File: src/rtl/parking_quota_controller.sv
// Two-class (uni/guest) parking occupancy tracker with a time-scheduled guest quota
// and a registered request/acknowledge result for every entry and exit event.
module parking_quota_controller #(
    parameter int              CNT_W           = 10,
    parameter int              TOTAL_CAP       = 700,
    parameter int              UNI_CAP         = 500,
    parameter int              GUEST_BASE      = 200,
    parameter int              GUEST_STEP      = 50,
    parameter int              GUEST_MAX       = 500,
    parameter int              NUM_PHASES      = 5,
    parameter int              TIME_W          = 40,
    parameter longint unsigned FIRST_PHASE_CYC = 64'd720_000_000_000,
    parameter longint unsigned PHASE_CYC       = 64'd360_000_000_000
) (
    input  logic             clk,
    input  logic             reset,
    input  logic             entry_req,
    input  logic             entry_uni,
    input  logic             exit_req,
    input  logic             exit_uni,
    output logic             entry_ack,
    output logic             entry_grant,
    output logic             exit_ack,
    output logic             exit_err,
    output logic [CNT_W-1:0] uni_parked,
    output logic [CNT_W-1:0] guest_parked,
    output logic [CNT_W-1:0] uni_free,
    output logic [CNT_W-1:0] guest_free,
    output logic             uni_avail,
    output logic             guest_avail,
    output logic [CNT_W-1:0] guest_quota,
    output logic [2:0]       phase
);

    localparam int                SUM_W     = CNT_W + 1;
    localparam logic [CNT_W-1:0]  UNI_CAP_C = CNT_W'(UNI_CAP);
    localparam logic [SUM_W-1:0]  TOTAL_C   = SUM_W'(TOTAL_CAP);
    localparam logic [2:0]        LAST_PH   = 3'(NUM_PHASES - 1);
    localparam logic [TIME_W-1:0] FIRST_M1  = TIME_W'(FIRST_PHASE_CYC - 64'd1);
    localparam logic [TIME_W-1:0] STEP_M1   = TIME_W'(PHASE_CYC - 64'd1);
    localparam logic [CNT_W-1:0]  UFREE_RST = CNT_W'((UNI_CAP < TOTAL_CAP) ? UNI_CAP : TOTAL_CAP);
    localparam logic [CNT_W-1:0]  GFREE_RST = CNT_W'((GUEST_BASE < TOTAL_CAP) ? GUEST_BASE : TOTAL_CAP);

    function automatic logic [CNT_W-1:0] min_cnt(input logic [SUM_W-1:0] a,
                                                 input logic [SUM_W-1:0] b);
        logic [SUM_W-1:0] m;
        m = (a < b) ? a : b;
        return CNT_W'(m);
    endfunction

    function automatic logic [CNT_W-1:0] quota_of(input logic [2:0] ph);
        if (ph >= LAST_PH) return CNT_W'(GUEST_MAX);
        return CNT_W'(GUEST_BASE + int'(ph) * GUEST_STEP);
    endfunction

    logic [TIME_W-1:0] elapsed_q, elapsed_d, tmr_q, tmr_d;
    logic [2:0]        phase_q, phase_d;
    logic [CNT_W-1:0]  quota_q, quota_d;
    logic [CNT_W-1:0]  uni_q, uni_d, guest_q, guest_d, uni_x, guest_x;
    logic [CNT_W-1:0]  ufree_q, ufree_d, gfree_q, gfree_d, gheadroom;
    logic [SUM_W-1:0]  total_x, total_d;
    logic              eack_q, grant_q, grant_d, xack_q, err_q, err_d;

    // Phase timing: phase 1 starts when elapsed reaches FIRST_PHASE_CYC, later phases every PHASE_CYC
    always_comb begin
        elapsed_d = (&elapsed_q) ? elapsed_q : elapsed_q + TIME_W'(1);
        phase_d   = phase_q;
        tmr_d     = tmr_q;
        if (phase_q < LAST_PH) begin
            if (phase_q == 3'd0) begin
                if (elapsed_q == FIRST_M1) begin
                    phase_d = 3'd1;
                    tmr_d   = '0;
                end
            end else if (tmr_q == STEP_M1) begin
                phase_d = phase_q + 3'd1;
                tmr_d   = '0;
            end else begin
                tmr_d = tmr_q + TIME_W'(1);
            end
        end
        quota_d = quota_of(phase_q);
    end

    // Exit first against current counts, then entry against post-exit counts
    always_comb begin
        uni_x   = uni_q;
        guest_x = guest_q;
        err_d   = 1'b0;
        if (exit_req) begin
            if (exit_uni) begin
                if (uni_q != '0) uni_x = uni_q - CNT_W'(1);
                else             err_d = 1'b1;
            end else begin
                if (guest_q != '0) guest_x = guest_q - CNT_W'(1);
                else               err_d   = 1'b1;
            end
        end
        total_x = {1'b0, uni_x} + {1'b0, guest_x};

        grant_d = 1'b0;
        if (entry_req) begin
            if (entry_uni) grant_d = (uni_x < UNI_CAP_C) && (total_x < TOTAL_C);
            else           grant_d = (guest_x < quota_q) && (total_x < TOTAL_C);
        end

        uni_d   = uni_x;
        guest_d = guest_x;
        if (grant_d) begin
            if (entry_uni) uni_d   = uni_x + CNT_W'(1);
            else           guest_d = guest_x + CNT_W'(1);
        end
        total_d = {1'b0, uni_d} + {1'b0, guest_d};

        // Free space is judged against the quota that becomes visible together with the counts
        gheadroom = (guest_d >= quota_d) ? '0 : quota_d - guest_d;
        ufree_d   = min_cnt({1'b0, UNI_CAP_C - uni_d}, TOTAL_C - total_d);
        gfree_d   = min_cnt({1'b0, gheadroom}, TOTAL_C - total_d);
    end

    always_ff @(posedge clk or posedge reset) begin
        if (reset) begin
            elapsed_q <= '0;
            tmr_q     <= '0;
            phase_q   <= 3'd0;
            quota_q   <= CNT_W'(GUEST_BASE);
            uni_q     <= '0;
            guest_q   <= '0;
            ufree_q   <= UFREE_RST;
            gfree_q   <= GFREE_RST;
            eack_q    <= 1'b0;
            grant_q   <= 1'b0;
            xack_q    <= 1'b0;
            err_q     <= 1'b0;
        end else begin
            elapsed_q <= elapsed_d;
            tmr_q     <= tmr_d;
            phase_q   <= phase_d;
            quota_q   <= quota_d;
            uni_q     <= uni_d;
            guest_q   <= guest_d;
            ufree_q   <= ufree_d;
            gfree_q   <= gfree_d;
            eack_q    <= entry_req;
            grant_q   <= grant_d;
            xack_q    <= exit_req;
            err_q     <= err_d;
        end
    end

    assign entry_ack    = eack_q;
    assign entry_grant  = grant_q;
    assign exit_ack     = xack_q;
    assign exit_err     = err_q;
    assign uni_parked   = uni_q;
    assign guest_parked = guest_q;
    assign uni_free     = ufree_q;
    assign guest_free   = gfree_q;
    assign uni_avail    = (ufree_q != '0);
    assign guest_avail  = (gfree_q != '0);
    assign guest_quota  = quota_q;
    assign phase        = phase_q;

endmodule

File: config.mk
export PLATFORM = sky130hd
export DESIGN_NAME = parking_quota_controller
export DESIGN_NICKNAME = d
export VERILOG_FILES = /design/src/rtl/parking_quota_controller.sv
export SDC_FILE = /design/constraint.sdc
export NUM_CORES = 1
export LEC_CHECK = 0
export BUFFER_PORTS_ARGS = -buffer_cell sky130_fd_sc_hd__buf_2
export CORE_UTILIZATION = 45
export DETAILED_ROUTE_END_ITERATION = 6
export PLACE_DENSITY = 0.64
export REMOVE_ABC_BUFFERS = 1
export SYNTH_ARGS = -nofsm -noshare
export SYNTH_HDL_FRONTEND = slang
export SYNTH_SLANG_ARGS = --single-unit
export TNS_END_PERCENT = 20
File: constraint.sdc
create_clock -name clk -period 14.4 [get_ports clk]
set_input_delay 0.72 -clock clk [delete_from_list [all_inputs] [get_ports clk]]
set_output_delay 0.72 -clock clk [all_outputs]
set_load 0.01 [all_outputs]
* Word level (Yosys, flattened, before mapping)
Cells that the tools add are included.
** Word-level totals
- Register bits :: 137
- Input port bits :: 6
- Output and inout bits :: 59
- Word-level logic and storage cells :: 76
** Operators by class
- $add $sub $neg :: 13
- Multipliers :: 1
- Order comparisons :: 8
- Eq/ne operators :: 3
- Multiplexer cells :: 28
- Reductions and logical operators :: 11
** Operators by type and width (count)
- $mux W10 :: 15
- $mux W40 :: 3
- $add A40 B1 Y40 const B :: 2
- $eq A40 B39 Y1 const B :: 1
- $eq A40 B40 Y1 const B :: 1
- $reduce_and A40 Y1 :: 1
- $reduce_bool A10 Y1 :: 4
- $add A10 B10 Y11 :: 2
- $lt A10 B11 Y1 :: 2
- $add A10 B1 Y10 const B :: 2
- $sub A10 B1 Y10 const B :: 2
- $lt A11 B10 Y1 const B :: 1
- $sub A10 B11 Y11 const A :: 1
- $add A8 B9 Y10 const A :: 1
- $ge A10 B10 Y1 :: 1
- $lt A10 B10 Y1 :: 1
- $lt A10 B9 Y1 const B :: 1
- $sub A10 B10 Y10 :: 1
- $sub A9 B10 Y10 const A :: 1
- $mux W3 :: 3
- $mul A3 B5 Y8 const B :: 1
- $mux W1 :: 7
- $add A3 B1 Y3 const B :: 1
- $ge A3 B3 Y1 const B :: 1
- 7 further kinds :: 8

* Longest topological paths before layout
- Depth in word-level cells :: 14
- Mapped depth :: 46
- Mapped depth without buffers :: 44

* Least setup slack after synthesis
OpenSTA, ideal clock, no wires.
- Path type :: flip-flop to flip-flop
- Start :: reg guest_q[0] (netlist: guest_parked[0])
- End :: reg gfree_q[9] (netlist: guest_free[9])
- Library setup time :: 0.120 ns
- Data arrival time :: 7.887 ns
- Data required time :: 14.280 ns
- Setup slack :: 6.393 ns
- Cell stages (with the launch flop) :: 45
- Path buffers :: 2
- Period minus slack after synthesis :: 8.007 ns
- Cells stage by stage :: dfrtp_1 -> inv_1 -> ha_1 -> or4b_4 -> nor3_1 -> nor2_1 -> nand2_1 -> nor3_1 -> xnor2_1 -> inv_1 -> ha_1 -> a21oi_1 -> nand2_1 -> a311oi_2 -> o211ai_1 -> nand4_1 -> o221ai_2 -> nor4_4 -> (+9 left out) -> o21bai_1 -> a21oi_1 -> a21oi_1 -> clkbuf_1 -> and2_1 -> ha_1 -> a21o_1 -> a21o_1 -> a21oi_1 -> nor2b_1 -> o21ai_0 -> nand2b_1 -> a21oi_1 -> a21boi_0 -> a41oi_2 -> buf_4 -> nor2_1 -> a31o_1
** Between the ends
- Word-level cells in the longest chain between the ends :: 14
- Elaborated cells between the ends (all ways) :: 23
- Those cells by class :: add/sub (6); order compare (4); mux (10); reduce/logical (3)
** RTL lines
- start, declared :: RTL line 59 : logic [CNT_W-1:0] uni_q, uni_d, guest_q, guest_d, uni_x, guest_x;
- start signal, assigned :: RTL line 141 : guest_q <= guest_d;
- $sub A10 B1 Y10 / $reduce_bool A10 Y1 (equally long branches) :: RTL line 95 : if (guest_q != '0) guest_x = guest_q - CNT_W'(1);
- $mux W10 :: RTL line 95
- $mux W10 :: RTL line 91 : if (exit_uni) begin
- $mux W10 * :: RTL line 90 : if (exit_req) begin
- $add A10 B10 Y11 :: RTL line 99 : total_x = {1'b0, uni_x} + {1'b0, guest_x};
- $lt A11 B10 Y1 :: RTL line 103, 104
- $logic_and A1 B1 Y1 (on tied branches) :: RTL line 104, 103
- $mux W1 :: RTL line 103 : if (entry_uni) grant_d = (uni_x < UNI_CAP_C) && (total_x < TOTAL_C);
- $mux W1 :: RTL line 102 : if (entry_req) begin
- $mux W10 * :: RTL line 109 : if (grant_d) begin
- via guest_d[0] :: RTL line 59
- $add A10 B10 Y11, or another cell as far along :: RTL line 113 : total_d = {1'b0, uni_d} + {1'b0, guest_d};
- $sub A10 B11 Y11 / $mux W10 (equally long branches) :: RTL line 118, 116
- $lt A10 B11 Y1 :: RTL line 47 : m = (a < b) ? a : b;
- $mux W10 * :: RTL line 47
- via gfree_d[9] :: RTL line 60 : logic [CNT_W-1:0] ufree_q, ufree_d, gfree_q, gfree_d, gheadroom;
- end signal, assigned :: RTL line 143 : gfree_q <= gfree_d;
- end, declared :: RTL line 60
The timed path passes the listed nets; every way through them passes the cells marked *.
A chain may end at the register's enable or synchronous reset.

* Worst setup path in the final report
Same ends and word-level chain as after synthesis.

==> impl_metrics.env <==
export IMPL_status="finished, final reports clean"
export IMPL_clock_skew_ns=0.005943
export IMPL_worst_pin_slew_ns=1.099
export IMPL_ctsRootBufferMaster="clkbuf_16"
export IMPL_synth_seq_cells=136
export IMPL_timing_fmax_ghz=0.1040
export IMPL_grt_pass1_wl_mm=34.65
export IMPL_coreArea_mm2=0.01972
export IMPL_ant_nets=0
export IMPL_hp_class="input pin to asynchronous set/reset pin"
export IMPL_synth_avg_cell_area_um2=9.206
export IMPL_fillers=1828
export IMPL_yosys_cell_types_count=75
export IMPL_track_usage_pct=21.55
export IMPL_wl_per_cell_um=15.57
export IMPL_hpwl_mm=15.80
export IMPL_cpPeakStageDelay_ns=0.67
export IMPL_seq_area_frac_synth_pct=37.39
export IMPL_path_common_cell="a21oi_1"
export IMPL_syn2layout_area_growth_pct=12.84
export IMPL_io_buffer_count=63
export IMPL_tritoncts="yes"
export IMPL_rsz0062_at_grt="false"
export IMPL_clk_pin_slew_ns=0.06
export IMPL_die_area_mm2=0.02089
export IMPL_final_hold_viol_count=0
export IMPL_post_cts_setup_buffers=0
export IMPL_grt_max_degree=77
export IMPL_antenna_found_initial=0
export IMPL_post_cts_resized=0
export IMPL_drive_gt1_share_pct=13.38
export IMPL_finalSetupViolCount=0
export IMPL_fin_nets=1151
export IMPL_cts_hold_buf=0
export IMPL_routed_wl_mm=20.87
export IMPL_final_setup_tns_ns=0
export IMPL_cp_slowest_cell="a21oi_1"
export IMPL_multi_input_area_mm2=0.005325
export IMPL_synth_area_mm2=0.009141
export IMPL_grt_pass1_vias=6852
export IMPL_drv_slew=0
export IMPL_finalWeightedCongestion=0.8919
export IMPL_cts_path_max_buffers=2
export IMPL_synthCells=993
export IMPL_cts_max_level=4
export IMPL_cp_end_kind="register"
export IMPL_clkLatencyLatePin_ns=0.42
export IMPL_vias_per_cell=5.391
export IMPL_crit_path_start_kind="register"
export IMPL_vias=7230
export IMPL_drt_iter0_markers=275
export IMPL_ios=65
export IMPL_critPathMaxFanout=20
export IMPL_insertedDiodeCount=0
export IMPL_period_share_pct=66.76
export IMPL_cp_arrival_ns=9.93
export IMPL_clock_sinks=136
export IMPL_async_flop_share_pct=100.0
export IMPL_synth_edf_count=0
export IMPL_die_height_um=144.5
export IMPL_worst_setup_path_type="register to register"
export IMPL_drc=0
export IMPL_yosys_warnings=0
export IMPL_cp_data_required_time_ns=14.71
export IMPL_cts_buffers=17
export IMPL_seq_area_mm2=0.003418
export IMPL_first_pass_iters=5
export IMPL_min_period_ns=9.614
export IMPL_rows=51
export IMPL_fp_dieW_um=144.5
export IMPL_grt_ovfl_total=0
export IMPL_cap_violations=0
export IMPL_synth_flop_cell="dfrtp_1"
export IMPL_initial_core_util_pct=46.36
export IMPL_slew_limit_headroom_pct=26.37
-- per-layer routing --
| metal | routed length, µm | share of wire [%] | vias up | global-route usage [%] |
|---|---|---|---|---|
| met3 | 849 | 4.1 | 24 | 4.073 |
| met2 | 9955 | 48 | 132 | 35.98 |
| li1 | - | - | 3618 | - |
| met5 | 0 | 0 | - | 0 |
| met1 | 9719 | 47 | 3456 | 27.81 |
| met4 | 350 | 1.7 | 0 | 7.479 |
-- area by class of cell --
type                            count  area share [%]
Clock buffer                       20           4.233
Clock inverter                     12           1.177
Inverter                           87           3.263
Multi-Input combinational cell    754           51.63
Sequential cell                   136           33.14
Tap cell                          265           3.214
Timing Repair Buffer               67           3.348
-- kinds of logic (layout without fill, tap and decap cells) --
logic type / Yosys count / in the layout / share of synthesized area (%)
multiplexers: 18 / 18 / 2.081
adder cells (fa/ha/maj): 82 / 82 / 11.39
AO/OA/AOI/OAI: 166 / 166 / 12.15
flip-flops: 136 / 136 / 37.39
other: 1 / 1 / 0.04102
XOR/XNOR: 110 / 110 / 10.70
buffers and inverters: 103 / 186 / 4.380
AND/OR/NAND/NOR: 377 / 377 / 21.86
-- placed cells by master, fill, tap and decap left out, types with 10 or more instances in the layout --
| master | n |
|---|---|
| dfrtp_1 | 124 |
| nor2_1 | 87 |
| inv_1 | 83 |
| ha_1 | 80 |
| nand2_1 | 73 |
| xnor2_1 | 69 |
| buf_2 | 63 |
| o21ai_0 | 49 |
| nand3_1 | 46 |
| xor2_1 | 39 |
| a21oi_1 | 35 |
| and3_1 | 26 |
| nand4_1 | 25 |
| nor3_1 | 21 |
| and2_1 | 17 |
| clkbuf_16 | 17 |
| a21o_1 | 15 |
| nor4_1 | 12 |
| nor2b_1 | 12 |
| dfstp_2 | 12 |
| nand2b_1 | 11 |
| o21a_1 | 10 |
| mux2i_1 | 10 |
-- path summary, 6_finish.rpt --
path | from | to | slack [ns] | cells past startpoint
min | reset | tmr_q[26]$_DFFE_PP0P_ | 0.34 | 2
max in group asynchronous | reset | uni_free[3]$_DFF_PP0_ | 12.71 | 3
max reg2reg | guest_parked[0]$_DFF_PP0_ | guest_free[9]$_DFF_PP0_ | 4.79 | 43
min reg2reg | elapsed_q[4]$_DFFE_PP0N_ | elapsed_q[4]$_DFFE_PP0N_ | 0.46 | 1
min in group clk | entry_req | entry_ack$_DFF_PP0_ | 0.44 | 1
max | guest_parked[0]$_DFF_PP0_ | guest_free[9]$_DFF_PP0_ | 4.79 | 43
-- sequential cells by signal, summed over array words and instances (netlist names) --
name	count
exit_err	1
uni_free	10
entry_ack	1
uni_parked	10
elapsed_q	40
guest_quota	9
phase	3
guest_parked	10
guest_free	10
entry_grant	1
exit_ack	1
tmr_q	40
-- synth_stat cells (3+ instances only) --
cell type / count / area share [%]
nor2_1: 87 / 3.6
o21ai_0: 49 / 2.7
nand4_1: 25 / 1.7
nor2b_1: 13 / 0.89
mux2_2: 8 / 0.99
nand3_1: 46 / 2.5
o21ai_1: 4 / 0.22
a21oi_1: 35 / 1.9
nor4b_1: 6 / 0.57
inv_1: 84 / 3.4
clkbuf_1: 11 / 0.45
a211oi_1: 3 / 0.25
o31ai_1: 6 / 0.49
nand2_1: 73 / 3.0
o21a_1: 10 / 0.82
a31oi_1: 8 / 0.55
dfstp_2: 12 / 3.4
or4_1: 5 / 0.41
and4_1: 6 / 0.57
nor4_1: 12 / 0.82
or2_2: 5 / 0.34
mux2i_1: 10 / 1.1
nand2b_1: 11 / 0.75
ha_1: 80 / 11
o211ai_1: 5 / 0.41
a21o_1: 15 / 1.2
or3_1: 5 / 0.34
and2_1: 17 / 1.2
xor2_1: 39 / 3.7
nand4b_1: 3 / 0.29
o21bai_1: 8 / 0.66
nand4bb_1: 3 / 0.37
and3_1: 26 / 1.8
dfrtp_1: 124 / 34
nor3_1: 21 / 1.1
xnor2_1: 69 / 6.6
-- through the flow --
stage | hold slack (ns) | cells | setup slack [ns] | utilization, % | cell area, µm²
2_1_floorplan | 0.4337 | 977 | 6.120 | - | 9072
3_3_place_gp | 0.4516 | 1309 | 5.099 | 49.48 | 9757
3_5_place_dp | 0.4494 | 1309 | 4.919 | 49.48 | 9757
4_1_cts | 0.3705 | 1341 | 4.893 | 52.31 | 10310
5_1_grt | 0.3936 | 1341 | 3.755 | 52.31 | 10310
6_report | 0.3361 | 1341 | 4.786 | 52.31 | 10310
-- worst max-delay path, delay by kind of cell, from the launching register on --
family,cells,cell delay [ns]
adder cells (fa/ha/maj),4,1.17
AND/OR/NAND/NOR,14,2.75
AO/OA/AOI/OAI,19,4.15
flip-flops,1,0.40
XOR/XNOR,2,0.59
buffers and inverters,4,0.43
Power is not shown: default switching activity piles up to over one toggle a cycle in this logic, so the estimate is an artifact.
